==> config.mk <==
export PLATFORM = sky130hd
export DESIGN_NAME = fm_step3
export DESIGN_NICKNAME = d
export VERILOG_FILES = /design/src/rtl/fm_step3.sv
export SDC_FILE = /design/constraint.sdc
export NUM_CORES = 1
export LEC_CHECK = 0
export ABC_AREA = 1
export ABC_CLOCK_PERIOD_IN_PS = 2400
export BUFFER_PORTS_ARGS = -buffer_cell sky130_fd_sc_hd__buf_2
export CORE_ASPECT_RATIO = 1.25
export CORE_MARGIN = 5
export CORE_UTILIZATION = 50
export DETAILED_ROUTE_END_ITERATION = 8
export PLACE_DENSITY_LB_ADDON = 0.12
export SLEW_MARGIN = 20
export SYNTH_ARGS = -nofsm -noshare
export SYNTH_HDL_FRONTEND = slang
export SYNTH_SLANG_ARGS = --single-unit
==> constraint.sdc <==
create_clock -name CLK -period 2.4 [get_ports CLK]
set_input_delay 0.36 -clock CLK [delete_from_list [all_inputs] [get_ports CLK]]
set_output_delay 0.36 -clock CLK [all_outputs]
set_load 0.1 [all_outputs]
==> src/rtl/fm_step3.sv <==
// fm_step3: sequential shift-add significand multiply with leading-one scan; ZERO_BYPASS_EN skips zero operands
module fm_step3 #(
  parameter int SIG_W = 11,
  parameter int EXP_W = 8,
  parameter int CNT_W = 5
) (
  input  logic               CLK,
  input  logic               RESET,
  input  logic               in_valid,
  output logic               in_ready,
  input  logic [SIG_W-1:0]   sig_a,
  input  logic [SIG_W-1:0]   sig_b,
  input  logic [EXP_W-1:0]   ex_in,
  input  logic               sign_in,
  output logic               out_valid,
  input  logic               out_ready,
  output logic [EXP_W-1:0]   ex_added,
  output logic               out_sign,
  output logic [2*SIG_W-1:0] mul_out,
  output logic [CNT_W-1:0]   count
);
  localparam int PW = 2 * SIG_W;
  localparam int IW = (SIG_W > 1) ? $clog2(SIG_W) : 1;
  typedef enum logic [1:0] {IDLE, MUL, LOD, DONE} state_t;
  state_t state, state_nx;
  logic [PW-1:0] a_q, acc;
  logic [SIG_W-1:0] b_q;
  logic [IW-1:0] iter;
  logic accept, zero_op, last_iter, lod_hit;
  assign in_ready  = (state == IDLE) && !RESET;
  assign accept    = in_valid && in_ready;
  assign last_iter = (iter == IW'(SIG_W - 1));
  assign lod_hit   = acc[count] || (count == '0);
  assign out_valid = (state == DONE);
  assign mul_out   = acc;
`ifdef ZERO_BYPASS_EN
  assign zero_op = (sig_a == '0) || (sig_b == '0);
`else
  assign zero_op = 1'b0;
`endif
  // state register; reset aborts any operation in flight
  always_ff @(posedge CLK or posedge RESET) begin
    if (RESET) state <= IDLE;
    else       state <= state_nx;
  end
  // next-state: accept, SIG_W multiply steps, leading-one scan, hold until taken
  always_comb begin
    state_nx = state;
    case (state)
      IDLE:    if (accept) state_nx = zero_op ? DONE : MUL;
      MUL:     if (last_iter) state_nx = LOD;
      LOD:     if (lod_hit) state_nx = DONE;
      DONE:    if (out_ready) state_nx = IDLE;
      default: state_nx = IDLE;
    endcase
  end
  // datapath: operand capture, shift-add accumulate, count-down leading-one search
  always_ff @(posedge CLK or posedge RESET) begin
    if (RESET) begin
      a_q      <= '0;
      b_q      <= '0;
      acc      <= '0;
      iter     <= '0;
      count    <= '0;
      ex_added <= '0;
      out_sign <= 1'b0;
    end else begin
      case (state)
        IDLE: if (accept) begin
          a_q      <= PW'(sig_a);
          b_q      <= sig_b;
          ex_added <= ex_in;
          out_sign <= sign_in;
          acc      <= '0;
          iter     <= '0;
          count    <= '0;
        end
        MUL: begin
          if (b_q[iter]) acc <= acc + (a_q << iter);
          iter <= iter + IW'(1);
          if (last_iter) count <= CNT_W'(PW - 1);
        end
        LOD: if (!lod_hit) count <= count - CNT_W'(1);
        default: ;
      endcase
    end
  end
endmodule

==> results.py <==
metrics = {
    "flow_run": {
        "maxCapViolations": 0,
    },
    "sta": {
        "setup_viol": 18,
        "fin_ws_ns": -0.3205,
        "fin_worst_skew_ns": 0.006256,
        "fmax_ghz": 0.3676,
        "max_slew_margin_pct": 59.06,
        "finalHoldViolations": 0,
        "fin_crit_ns": 2.720,
        "setup_tns_ns": -3.955,
        "tightest_slew_ns": 0.6127,
        "rsz0062_at_grt": "true",
        "period_share_pct": 113.4,
        "drv_slew": 0,
    },
    "critical_path": {
        "timing.rr.start": "iter[0]",
        "critPathLaunchType": "register",
        "ff2ff_setup_slack_ns": -0.32,
        "worst_ep_arrival_time_ns": 2.95,
        "crit_type": "reg2reg",
        "cp_max_fo": 8,
        "rr_endpoint": "mul_out[8]",
        "critPathCaptureType": "register",
        "slowest_stage": "dfrtp_1",
        "max_stage_delay_ns": 0.41,
        "cp.required_ns": 2.63,
        "path_cells": "buf_6, buf_6, nand2_4, nand2_4, o21ai_4, nand2_2, o21ai_2, nor2_1, ha_1, buf_4, buf_4, nand2_4, nor2_2, nor2_1, nand2_2, buf_4, xor2_2, nand2_1, nand2_1",
        "reg2regPathDepth": 19,
    },
    "global_routing": {
        "grt_max_degree": 42,
        "grt_pass1_wl_um": 26160,
        "grtUsageTotal_pct": 27.64,
        "grt_pass1_vias": 5582,
        "overflow": 0,
        "antenna_found_initial": 0,
    },
    "cells_and_area": {
        "layout-drive-gt1-share_pct": 47.28,
        "fill_cells": 670,
        "antennaDiodeCount": 0,
        "syn_to_final_growth_pct": 51.72,
        "fin_nets": 943,
    },
    "clock_network": {
        "clk_pin_slew_worst_paths_ns": 0.06,
        "worstSkewPairLatency_ns": 0.34,
        "cts_tree": "yes",
        "cts.sinks": 64,
        "cts_hold_buffers": 0,
        "htree_levels": 3,
        "cts-root-buf": "clkbuf_16",
        "clock_path_buffers": 2,
        "cts-buffers-inserted": 9,
    },
    "place": {
        "io_buffers": 72,
        "hpwlAfterDp_um": 12120,
        "routabilityCongestion": 0.9230,
        "dp_slack_ns": -0.4330,
    },
    "outcome": {
        "status": "complete, but fails checks",
        "violations": "negative setup slack",
    },
    "route": {
        "wl_per_cell_um": 17.37,
        "viasPerCell": 5.521,
        "vias": 5565,
        "wirelength_um": 17510,
        "firstDrtPassIters": 5,
        "drtIter0Drc": 328,
        "final_antenna_net_count": 0,
        "drcViolationCount": 0,
    },
    "logic_synthesis": {
        "synth_area_leaders": "dfrtp_1 (33%), nand2_1 (19%), ha_1 (7.7%), mux2_2 (6.7%), nand3_1 (4.9%)",
        "syn_inst": 697,
        "syn_nets": 763,
        "synth_area_um2": 4882,
        "synth_top_area_share_pct": 32.80,
        "seq_area_frac_synth_pct": 32.80,
        "yosysTopAreaCell": "dfrtp_1",
        "synth_warnings": 0,
        "avgSynthCellArea_um2": 7.005,
        "ys_ff_latch": 64,
        "synth.distinct_cells": 37,
    },
    "die": {
        "io_pins": 73,
        "start_util_pct": 50.81,
        "dieWidth_um": 98.38,
        "fp.dieArea_um2": 11850,
        "core_um2": 9609,
        "rows": 40,
        "die_y_um": 120.5,
    },
    "hold_path": {
        "hold_class": "in2async",
    },
}
## cells in the mapped netlist
| master | count |
|---|---|
| nand2_1 | 248 |
| dfrtp_1 | 64 |
| nor2_1 | 59 |
| inv_1 | 57 |
| nand3_1 | 48 |
| a21oi_1 | 31 |
| ha_1 | 30 |
| mux2_2 | 29 |
| o21ai_0 | 26 |
| o21ai_1 | 17 |
| buf_2 | 9 |
| xor2_1 | 9 |
| nand4_1 | 7 |
| o22ai_1 | 7 |
| inv_2 | 6 |
| nand3b_1 | 6 |
| buf_4 | 5 |
| clkbuf_1 | 4 |
| nor3_1 | 4 |
| buf_6 | 3 |
| mux2i_1 | 3 |
| nor2_2 | 3 |
| or2_2 | 3 |
| a31oi_1 | 2 |
| and2_1 | 2 |
| nand2_2 | 2 |
| o211ai_1 | 2 |
| or2_1 | 2 |
| buf_1 | 1 |
| fa_1 | 1 |
| nand3_2 | 1 |
| nor2_4 | 1 |
| nor4_1 | 1 |
| o21a_1 | 1 |
| o21ai_2 | 1 |
| o31ai_1 | 1 |
| xnor2_1 | 1 |
## cell usage in the layout (no fill, tap or decap), types with 10 or more instances in the layout
cell type	synthesis	layout
nand2_1	248	195
buf_4	5	102
buf_2	9	72
dfrtp_1	64	62
inv_1	57	49
nand2_2	2	45
nand3_1	48	42
nor2_1	59	29
mux2_2	29	29
nor2_2	3	23
a21oi_1	31	16
ha_4	0	14
buf_6	3	14
inv_2	6	13
o21ai_1	17	13
o21ai_2	1	13
ha_1	30	12
nor2_4	1	11
o21ai_0	26	11
nand2_4	0	10
## worst max-delay path: cells and delay by family, from the launching register on
kind | cells | cell delay, ns
AND/OR/NAND/NOR | 10 | 0.74
flip-flops | 1 | 0.41
AO/OA/AOI/OAI | 2 | 0.24
buffers and inverters | 5 | 0.73
adder cells (fa/ha/maj) | 1 | 0.32
XOR/XNOR | 1 | 0.15
## logic make-up after synthesis
| kind of cell | count (synthesis) | share of synthesized area [%] |
|---|---|---|
| mux | 32 | 7.304 |
| flops | 64 | 32.80 |
| simple gates | 387 | 32.85 |
| fa+ha+maj | 31 | 8.098 |
| buf+inv | 85 | 7.611 |
| compound gates | 88 | 9.533 |
| xor+xnor | 10 | 1.794 |
## layout make-up
cell class / instances / area [um^2] / share of cell area (%)
repair buffers: 191 / 1344 / 18.14
multi-input cells: 548 / 3764 / 50.81
clock inverters: 6 / 70.07 / 0.9459
well taps: 126 / 157.7 / 2.128
inverters: 63 / 239.0 / 3.226
clock buffers: 10 / 229.0 / 3.091
flip-flops and latches: 64 / 1604 / 21.66
## metrics by stage
| stage | instance area, um^2 | util [%] | hold WS [ns] | std cells |
|---|---|---|---|---|
| floorplan | 4960 | - | 0.4739 | 697 |
| global placement | 6017 | 62.62 | 0.4812 | 962 |
| detailed placement | 6017 | 62.62 | 0.4887 | 962 |
| CTS | 6848 | 71.26 | 0.1367 | 1001 |
| global route | 7407 | 77.08 | 0.1533 | 1008 |
| finish | 7407 | 77.08 | 0.1179 | 1008 |
## layer usage
layer  routed length [um]  vias to the layer above  GRT usage, %  part of all wire [%]
li1                     -                     2638             -                     -
met1                 6343                     2625         29.25                    36
met2                 9226                      218         50.59                    53
met3                  803                       84         4.789                   4.6
met4                 1132                        0         16.57                   6.5
met5                    0                        -             0                     0
## how the worst max path moves through the flow
stage / slack (ns) / end / cells past startpoint / start
after detailed placement: -0.43 / mul_out[19] / 17 / iter[0]
after global placement: -0.47 / mul_out[19] / 17 / iter[0]
after floorplan: -0.04 / mul_out[9] / 17 / iter[0]
final: -0.32 / mul_out[8] / 19 / iter[0]
after CTS: -0.23 / mul_out[19] / 19 / iter[0]
after global routing: -0.43 / mul_out[16] / 20 / iter[0]
## sequential cells by signal (all words and copies together) (netlist names)
signal,count
b_q,11
out_sign,1
mul_out,22
count,5
ex_added,8
iter,4
a_q,11
state,2
## repair_timing
action                     in CTS  in global routing
pin swaps                      73                 53
resized for setup             113                110
setup endpoints to repair      18                 19
hold endpoints to repair        0                  0
setup buffers                  28                  9
Power is left out: the tool's default activity adds up to more than one toggle a clock period on the data nets, which glitch-free logic cannot reach.
